===== src/rtl/mini_alu_pipe_if.sv =====
// ----------------------------------------------------------------------------
// mini_alu_pipe_if
//   Bundles the operation request and result handshakes of mini_alu_pipe.
//   Instantiate with the same WIDTH as the mini_alu_pipe it connects to.
//
//   Request side : in_valid, in_ready, fxn_code[2:0], a[WIDTH-1:0], b[WIDTH-1:0]
//   Result side  : out_valid, out_ready, result[WIDTH-1:0], ovf
//   Status       : acc[WIDTH-1:0] (current accumulator)
//
//   Modports: master = operation source / result sink, slave = the ALU.
// ----------------------------------------------------------------------------
interface mini_alu_pipe_if #(
    parameter int WIDTH = 6
);
    logic             in_valid;
    logic             in_ready;
    logic [2:0]       fxn_code;
    logic [WIDTH-1:0] a;
    logic [WIDTH-1:0] b;
    logic             out_valid;
    logic             out_ready;
    logic [WIDTH-1:0] result;
    logic             ovf;
    logic [WIDTH-1:0] acc;

    modport master (
        output in_valid, fxn_code, a, b, out_ready,
        input  in_ready, out_valid, result, ovf, acc
    );

    modport slave (
        input  in_valid, fxn_code, a, b, out_ready,
        output in_ready, out_valid, result, ovf, acc
    );
endinterface


===== src/rtl/mini_alu_pipe.sv =====
// ----------------------------------------------------------------------------
// mini_alu_pipe
//   Two-stage signed ALU with an accumulator.
//   S1 captures {fxn_code, a, b} on accept; S2 computes and registers
//   {result, ovf}. The accumulator changes only when a 110/111 op moves
//   S1 -> S2.
//
//   fxn_code: 000 a | 001 b | 010 a+b | 011 a-b | 100 a^b
//             101 (a>b signed) zero-extended | 110 acc+a, acc<=result
//             111 result=acc, acc<=0
//
//   Ports:
//     clk   - single clock, rising edge
//     reset - asynchronous, active-high; discards everything in flight
//     bus   - mini_alu_pipe_if.slave (request, result, acc)
//
//   Parameter WIDTH (4..32, default 6) must match the interface WIDTH.
//
//   Compile option MINI_ALU_SAT_EN: when defined, 010/011/110 clamp to the
//   signed range instead of wrapping; ovf still reports the clamp. When
//   undefined, arithmetic wraps modulo 2^WIDTH.
// ----------------------------------------------------------------------------
module mini_alu_pipe #(
    parameter int WIDTH = 6
) (
    input logic            clk,
    input logic            reset,
    mini_alu_pipe_if.slave bus
);
    localparam logic [2:0] OP_A   = 3'b000;
    localparam logic [2:0] OP_B   = 3'b001;
    localparam logic [2:0] OP_ADD = 3'b010;
    localparam logic [2:0] OP_SUB = 3'b011;
    localparam logic [2:0] OP_XOR = 3'b100;
    localparam logic [2:0] OP_GT  = 3'b101;
    localparam logic [2:0] OP_ACC = 3'b110;
    localparam logic [2:0] OP_CLR = 3'b111;

`ifdef MINI_ALU_SAT_EN
    localparam logic [WIDTH-1:0] MAX_POS = {1'b0, {(WIDTH-1){1'b1}}};
    localparam logic [WIDTH-1:0] MAX_NEG = {1'b1, {(WIDTH-1){1'b0}}};
`endif

    // Stage 1: captured operation
    logic             r_s1_valid;
    logic [2:0]       r_s1_code;
    logic [WIDTH-1:0] r_s1_a;
    logic [WIDTH-1:0] r_s1_b;

    // Stage 2: registered result
    logic             r_s2_valid;
    logic [WIDTH-1:0] r_result;
    logic             r_ovf;

    logic [WIDTH-1:0] r_acc;

    // Handshake: a transfer happens on a rising edge where valid and ready
    // are both 1. The source must hold its payload while valid=1 and
    // ready=0; ready may depend combinationally on out_ready.
    logic w_advance;
    logic w_in_ready;
    logic w_accept;

    // Arithmetic is done one bit wider; the two top bits disagree exactly
    // when the true signed result does not fit in WIDTH bits.
    logic [WIDTH:0]   w_sum;
    logic [WIDTH:0]   w_diff;
    logic [WIDTH:0]   w_acc_sum;
    logic             w_sum_ovf;
    logic             w_diff_ovf;
    logic             w_acc_ovf;
    logic [WIDTH-1:0] w_sum_res;
    logic [WIDTH-1:0] w_diff_res;
    logic [WIDTH-1:0] w_acc_res;
    logic             w_gt;

    logic [WIDTH-1:0] w_res;
    logic             w_ovf;
    logic [WIDTH-1:0] w_acc_next;

    // S2 can take a new value when it is empty or its result leaves now.
    assign w_advance  = !r_s2_valid || bus.out_ready;
    assign w_in_ready = !r_s1_valid || w_advance;
    assign w_accept   = bus.in_valid && w_in_ready;

    assign w_sum     = {r_s1_a[WIDTH-1], r_s1_a} + {r_s1_b[WIDTH-1], r_s1_b};
    assign w_diff    = {r_s1_a[WIDTH-1], r_s1_a} - {r_s1_b[WIDTH-1], r_s1_b};
    assign w_acc_sum = {r_acc[WIDTH-1], r_acc} + {r_s1_a[WIDTH-1], r_s1_a};

    assign w_sum_ovf  = w_sum[WIDTH] ^ w_sum[WIDTH-1];
    assign w_diff_ovf = w_diff[WIDTH] ^ w_diff[WIDTH-1];
    assign w_acc_ovf  = w_acc_sum[WIDTH] ^ w_acc_sum[WIDTH-1];

`ifdef MINI_ALU_SAT_EN
    // On overflow the wide result's top bit carries the true sign, which
    // picks the rail to clamp to.
    assign w_sum_res  = w_sum_ovf  ? (w_sum[WIDTH]     ? MAX_NEG : MAX_POS) : w_sum[WIDTH-1:0];
    assign w_diff_res = w_diff_ovf ? (w_diff[WIDTH]    ? MAX_NEG : MAX_POS) : w_diff[WIDTH-1:0];
    assign w_acc_res  = w_acc_ovf  ? (w_acc_sum[WIDTH] ? MAX_NEG : MAX_POS) : w_acc_sum[WIDTH-1:0];
`else
    assign w_sum_res  = w_sum[WIDTH-1:0];
    assign w_diff_res = w_diff[WIDTH-1:0];
    assign w_acc_res  = w_acc_sum[WIDTH-1:0];
`endif

    assign w_gt = $signed(r_s1_a) > $signed(r_s1_b);

    always_comb begin
        w_res      = '0;
        w_ovf      = 1'b0;
        w_acc_next = r_acc;
        case (r_s1_code)
            OP_A:   w_res = r_s1_a;
            OP_B:   w_res = r_s1_b;
            OP_ADD: begin
                w_res = w_sum_res;
                w_ovf = w_sum_ovf;
            end
            OP_SUB: begin
                w_res = w_diff_res;
                w_ovf = w_diff_ovf;
            end
            OP_XOR: w_res = r_s1_a ^ r_s1_b;
            OP_GT:  w_res = {{(WIDTH-1){1'b0}}, w_gt};
            OP_ACC: begin
                w_res      = w_acc_res;
                w_ovf      = w_acc_ovf;
                w_acc_next = w_acc_res;
            end
            OP_CLR: begin
                w_res      = r_acc;
                w_acc_next = '0;
            end
            default: w_res = '0;
        endcase
    end

    // Stage 2 and accumulator. When S2 drains with S1 empty, result/ovf keep
    // their last value and only out_valid falls.
    always_ff @(posedge clk or posedge reset) begin
        if (reset) begin
            r_s2_valid <= 1'b0;
            r_result   <= '0;
            r_ovf      <= 1'b0;
            r_acc      <= '0;
        end else if (w_advance) begin
            r_s2_valid <= r_s1_valid;
            if (r_s1_valid) begin
                r_result <= w_res;
                r_ovf    <= w_ovf;
                r_acc    <= w_acc_next;
            end
        end
    end

    // Stage 1: reloads whenever it is free or being emptied into S2.
    always_ff @(posedge clk or posedge reset) begin
        if (reset) begin
            r_s1_valid <= 1'b0;
            r_s1_code  <= '0;
            r_s1_a     <= '0;
            r_s1_b     <= '0;
        end else if (w_in_ready) begin
            r_s1_valid <= bus.in_valid;
            if (w_accept) begin
                r_s1_code <= bus.fxn_code;
                r_s1_a    <= bus.a;
                r_s1_b    <= bus.b;
            end
        end
    end

    assign bus.in_ready  = w_in_ready;
    assign bus.out_valid = r_s2_valid;
    assign bus.result    = r_result;
    assign bus.ovf       = r_ovf;
    assign bus.acc       = r_acc;

endmodule

===== src/flat_wrapper.sv =====
// flat-port wrapper written by rule: the top's interface ports become plain ports
module mini_alu_pipe_flat 
#(
    parameter int WIDTH = 6
)
  (clk, reset, bus_in_valid, bus_fxn_code, bus_a, bus_b, bus_out_ready, bus_in_ready, bus_out_valid, bus_result, bus_ovf, bus_acc);
  mini_alu_pipe_if #(.WIDTH(WIDTH)) bus_i ();
  input logic clk;
  input logic reset;
  input wire logic [$bits(bus_i.in_valid)-1:0] bus_in_valid;
  input wire logic [$bits(bus_i.fxn_code)-1:0] bus_fxn_code;
  input wire logic [$bits(bus_i.a)-1:0] bus_a;
  input wire logic [$bits(bus_i.b)-1:0] bus_b;
  input wire logic [$bits(bus_i.out_ready)-1:0] bus_out_ready;
  output wire logic [$bits(bus_i.in_ready)-1:0] bus_in_ready;
  output wire logic [$bits(bus_i.out_valid)-1:0] bus_out_valid;
  output wire logic [$bits(bus_i.result)-1:0] bus_result;
  output wire logic [$bits(bus_i.ovf)-1:0] bus_ovf;
  output wire logic [$bits(bus_i.acc)-1:0] bus_acc;
  assign bus_i.in_valid = bus_in_valid;
  assign bus_i.fxn_code = bus_fxn_code;
  assign bus_i.a = bus_a;
  assign bus_i.b = bus_b;
  assign bus_i.out_ready = bus_out_ready;
  assign bus_in_ready = bus_i.in_ready;
  assign bus_out_valid = bus_i.out_valid;
  assign bus_result = bus_i.result;
  assign bus_ovf = bus_i.ovf;
  assign bus_acc = bus_i.acc;
  mini_alu_pipe #(.WIDTH(WIDTH)) u_core (.clk(clk), .reset(reset), .bus(bus_i));
endmodule

===== config.mk =====
export PLATFORM = sky130hd
export DESIGN_NAME = mini_alu_pipe_flat
export DESIGN_NICKNAME = d
export VERILOG_FILES = /design/src/rtl/mini_alu_pipe_if.sv /design/src/rtl/mini_alu_pipe.sv /design/src/flat_wrapper.sv
export SDC_FILE = /design/constraint.sdc
export NUM_CORES = 1
export LEC_CHECK = 0
export CORE_MARGIN = 2
export CORE_UTILIZATION = 40
export CTS_BUF_LIST = sky130_fd_sc_hd__clkbuf_8
export CTS_CLUSTER_SIZE = 28
export DETAILED_ROUTE_END_ITERATION = 7
export PLACE_DENSITY = 0.67
export SYNTH_ARGS = -nofsm -noshare
export SYNTH_HDL_FRONTEND = slang
export SYNTH_SLANG_ARGS = --single-unit

===== constraint.sdc =====
create_clock -name clk -period 3 [get_ports clk]
set_clock_uncertainty 0.2 [all_clocks]
set_input_delay 0.9 -clock clk [delete_from_list [all_inputs] [get_ports clk]]
set_output_delay 0.9 -clock clk [all_outputs]
set_load 0.02 [all_outputs]

# Word-level counts from Yosys, hierarchy flattened
# Cells that the tools add are included.
[classes]
n_div = 0
shift = 0
n_bitwise = 4
order_cmp = 1
addsub = 3
n_mul = 0
eq_ne = 7
n_reduce_logical = 10
muxes = 3
[op_table]
columns = ["operator", "n"]
rows = [
  ["$pmux 6 s8", 1],
  ["$add 6x6->7", 2],
  ["$eq 3x3->1 const B", 4],
  ["$pmux 6 s2", 1],
  ["$sub 6x6->7", 1],
  ["$eq 3x2->1 const B", 2],
  ["$gt 6x6->1", 1],
  ["$xor 6x6->6", 1],
  ["$reduce_and 2->1", 2],
  ["$eq 3x1->1 const B", 1],
  ["$logic_not 3->1", 1],
  ["$pmux 1 s3", 1],
  ["$reduce_and 3->1", 1],
  ["$xor 1x1->1", 3],
  ["$logic_not 1->1", 2],
  ["$logic_or 1x1->1", 2],
  ["$reduce_bool 2->1", 1],
  ["$logic_and 1x1->1", 1],
]
[word_totals]
word_cells = 36
in_bits = 19
output_inout_bits = 15
mem_bits_rw = 0
mem_count = 0
reg_bits = 30
mem_bits_ro = 0
latchBits = 0

# Depth between registers and ports, before layout
[depth]
depth_word = 5
ltp_mapped = 9
ltp_nobuf = 9

# Worst setup path before layout
# Ideal clock, no wire load.
[synth_timing]
path_type = "flip-flop to flip-flop"
startpoint = "register u_core.r_acc[0] (netlist: u_core.bus.acc[0])"
endpoint = "register u_core.r_ovf (netlist: u_core.bus.ovf)"
setup_time_ns = 0.129
path_buffers = 0
slack_ns = 0.531
path_stages_with_launch = 9
t_required_ns = 2.671
period_less_slack_ns = 2.469
arrival_ns = 2.140
cell_sequence = "dfrtp_1 > ha_1 > fa_1 > a211oi_1 > o21bai_1 > a21oi_1 > xnor2_1 > nor3_1 > a2111o_1"
[synth_between]
elab_chain_len = 3
[synth_rtl]
columns = ["item", "line", "rtl"]
rows = [
  ["start, declared", "mini_alu_pipe.sv:55", "logic [WIDTH-1:0] r_acc;"],
  ["start signal, assigned", "mini_alu_pipe.sv:151", "r_acc <= w_acc_next;"],
  ["$add 6x6->7", "mini_alu_pipe.sv:88", "assign w_acc_sum = {r_acc[WIDTH-1], r_acc} + {r_s1_a[WIDTH-1], r_s1_a};"],
  ["$xor 1x1->1", "mini_alu_pipe.sv:92", "assign w_acc_ovf = w_acc_sum[WIDTH] ^ w_acc_sum[WIDTH-1];"],
  ["$pmux 1 s3", "mini_alu_pipe.sv:112", "case (r_s1_code)"],
  ["end signal, assigned", "mini_alu_pipe.sv:150", "r_ovf <= w_ovf;"],
  ["end, declared", "mini_alu_pipe.sv:53", "logic r_ovf;"],
]
# Every way passes these cells.
# A chain may end at the register's enable or synchronous reset.

# Worst setup path in the final report
[layout_timing]
startpoint = "input port bus_out_ready"
endpoint = "output port bus_in_ready"
[layout_between]
elab_chain_len = 2
[layout_rtl]
columns = ["item", "line", "rtl"]
rows = [
  ["start, declared", "flat_wrapper.sv:14", "input wire logic [$bits(bus_i.out_ready)-1:0] bus_out_ready;"],
  ["$logic_or 1x1->1", "mini_alu_pipe.sv:82", "assign w_advance = !r_s2_valid || bus.out_ready;"],
  ["$logic_or 1x1->1", "mini_alu_pipe.sv:83", "assign w_in_ready = !r_s1_valid || w_advance;"],
  ["end, declared", "flat_wrapper.sv:15", "output wire logic [$bits(bus_i.in_ready)-1:0] bus_in_ready;"],
]
# Every way passes these cells.

==> run_results.csv <==
group,metric,value,unit
outcome,status,"complete, no violations",
timing,slew_headroom,0.632,
flow_run,maxCapViolCount,0,
clock_tree,cts.htree.levels,2,
yosys,ys_top_cells_by_area,"dfrtp_1 (34%), ha_1 (10%), mux2_2 (7.5%)",
pwr,power,2.27,mW
pwr,p_leak,1.20,nW
die,die_area,6210,sq um
place,dpl_cell_area,2640,sq um
timing,finalCritPeriodShare,0.976,
timing,max_freq,342,MHz
worst_setup_path,crit_path_top_delay_cell,"clkdlybuf4s50_1",
die,dieHeight,78.8,um
grt,grt_usage,0.188,
min_path,min_path_type,"register to register",
pwr,p_int,1.40,mW
drt,vias,1921,
worst_setup_path,start_kind,"input pin",
grt,first_global_vias,1933,
clock_tree,cts-root-buf,"clkbuf_8",
place,portBuffers,33,
worst_setup_path,critical_path_peak_fanout,2,
layout,final_common_cell,"clkdlybuf4s50_1",
grt,grt_remaining_overflow,0,
layout,layout-drive-gt1-share,0.136,
timing,setup_violations,0,
place,place_congestion,0.907,
worst_setup_path,critPathRequiredTime,1900,ps
worst_setup_path,crit_family,"buffers and inverters",
pwr,p_per_area,815,nW/um^2
clock_tree,clk_pin_slew,70,ps
layout,post-route-cell-area,2790,sq um
timing,worst_slew_pin_slew,552,ps
layout,ff_latch_area,751,sq um
clock_tree,cts_buffer_depth,2,
pwr,ir_drop,0.000438,V
worst_setup_path,slowest_delay,470,ps
yosys,yosysWarnings,0,
yosys,syn_avg_cell_area,9.22,sq um
place,dp_hpwl,4.01,mm
clock_tree,tritoncts,"done",
timing,fin_crit,2930,ps
timing,rsz0062_at_grt,"false",
drt,drt-initial-drc-count,112,
pwr,clkPwrFrac,0.230,
drt,postRouteAntennaNets,0,
yosys,netlist_area,2240,sq um
worst_setup_path,arrival,1830,ps
timing,hold_viol,0,
pwr,p_sw_frac,0.384,
grt,grt_pass1_wl,9.25,mm
layout,final_cell_mix,"clkdlybuf4s50_1 (32), dfrtp_1 (30), nand2_1 (22)",
worst_setup_path,cp_num_buf_inv,2,
yosys,seq_area_frac_synth,0.335,
yosys,synth.distinct_cells,48,
yosys,synth_edf_count,0,
pwr,seqPwrFrac,0.288,
drt,drt_wl_total,5.32,mm
worst_setup_path,path_cells,"clkdlybuf4s50_1 -> nand3b_1 -> dlygate4sd2_1",
drt,drc,0,
die,fp-row-count,27,
timing,slew_viol_final,0,
yosys,synth-main-ff-cell,"dfrtp_1",
clock_tree,clk_latency,290,ps
die,core-area,5470,sq um
timing,hold_ws,294,ps
layout,fin_nets,318,
yosys,synth_top_area_cell,"dfrtp_1",
grt,grt_max_degree,31,
layout,syn_to_final_growth,24.4,%
layout,fin_util,0.509,
drt,drt_first_pass_iters,4,
layout,diodes,0,
yosys,postSynth.asyncResetShare,1.00,
clock_tree,cts.sinks,30,
drt,viasPerCell,5.47,
place,dpl.cell_count,343,
pwr,combPwrFrac,0.482,
yosys,synth_top_area_share,0.335,
worst_setup_path,critPathCaptureType,"primary output",
grt,antenna_found_initial,0,
die,ios,34,
drt,detail_route.wl_per_cell,15.1,um
yosys,syn_inst,243,
worst_setup_path,critPathKind,"input pin to primary output",
yosys,syn-num-nets,283,
yosys,synth_seq_cells,30,
clock_tree,cts_buffers,5,
die,initial_utilization,0.409,
layout,fillCellCount,540,
pwr,p_switching,0.872,mW
die,die_w,78.8,um
layout,finalNonFillerCells,351,
layout,multi_input_area,1350,sq um
[repair_timing]
| item | in CTS | in global routing |
|---|---|---|
| endpoints found under the setup margin | 1 | 0 |
| setup buffers | 0 | 0 |
| gates resized for setup | 1 | 0 |
| hold endpoints to repair | 0 | 0 |
| hold buffers | 0 | 0 |
[flip-flops by register name (all words and copies together) (netlist names)]
| signal | count |
|---|---|
| u_core.bus.result | 6 |
| u_core.bus.out_valid | 1 |
| u_core.bus.ovf | 1 |
| u_core.bus.acc | 6 |
| u_core.r_s1_a | 6 |
| u_core.r_s1_b | 6 |
| u_core.r_s1_code | 3 |
| u_core.r_s1_valid | 1 |
[cell type report]
class,instances,share of cell area
well taps,72,0.0323
flip-flops and latches,30,0.270
multi-input cells,183,0.486
inverters,18,0.0243
repair buffers,40,0.137
clock buffers,6,0.0296
clock inverters,2,0.0216
[kinds of logic after synthesis]
logic type | count (synthesis) | synth area share
AOI/OAI and AO/OA | 78 | 0.228
xor gates and xnor gates | 7 | 0.0274
adders and majority gates | 21 | 0.127
buffers and inverters | 30 | 0.0609
DFF | 30 | 0.335
muxes | 17 | 0.0905
and+or+nand+nor | 60 | 0.131
[synth_stat cells (all sizes together) (6+ instances only)]
cell type	number
nand2	22
xnor2	7
inv	18
a21oi	19
o21ai	18
buf	9
o22ai	6
a211oi	7
nor2	12
dfrtp	30
ha	18
mux2	16
[worst paths after layout]
check | startpoint | endpoint | slack [ps] | depth (start not counted)
worst max-delay path | bus_out_ready | bus_in_ready | 70 | 3
worst min-delay path | u_core.bus.result[2] | u_core.bus.result[2] | 290 | 2
max in group asynchronous | reset | u_core.bus.out_valid | 1500 | 3
min in group asynchronous | reset | u_core.r_s1_code[0] | 790 | 3
worst min register to register | u_core.bus.result[2] | u_core.bus.result[2] | 290 | 2
worst max register to register | u_core.bus.acc[0] | u_core.bus.ovf | 360 | 8
[power groups by stage]
stage / sequential (mW) / clock, mW / combinational (mW)
2_1_floorplan: 0.701 / 0 / 0.698
3_3_place_gp: 0.658 / 0 / 1.07
3_5_place_dp: 0.658 / 0 / 1.09
4_1_cts: 0.653 / 0.528 / 1.10
5_1_grt: 0.675 / 0.547 / 1.22
6_report: 0.655 / 0.522 / 1.09
[stage by stage]
| step | TNS [ps] | setup WS (ps) |
|---|---|---|
| 4_1_cts | 0 | 63.9 |
| 6_report | 0 | 72.1 |
| 3_3_place_gp | -181 | -181 |
| 2_1_floorplan | 0 | 531 |
| 5_1_grt | 0 | 5.71 |
| 3_5_place_dp | -201 | -201 |
[worst register-to-register path, delay by kind of cell, from the launching register on]
family,cells,cell delay (ps)
adder cells (fa/ha/maj),2,690
XOR/XNOR,1,140
AO/OA/AOI/OAI,4,970
AND/OR/NAND/NOR,1,100
flip-flops,1,420
[routing by layer]
| layer | share of wire | track usage |
|---|---|---|
| met1 | 0.48 | 0.264 |
| met2 | 0.46 | 0.294 |
| met3 | 0.046 | 0.0432 |
| met4 | 0.0096 | 0.0483 |
| met5 | 0 | 0 |
No activity file was read; power rests on OpenSTA's default activity.
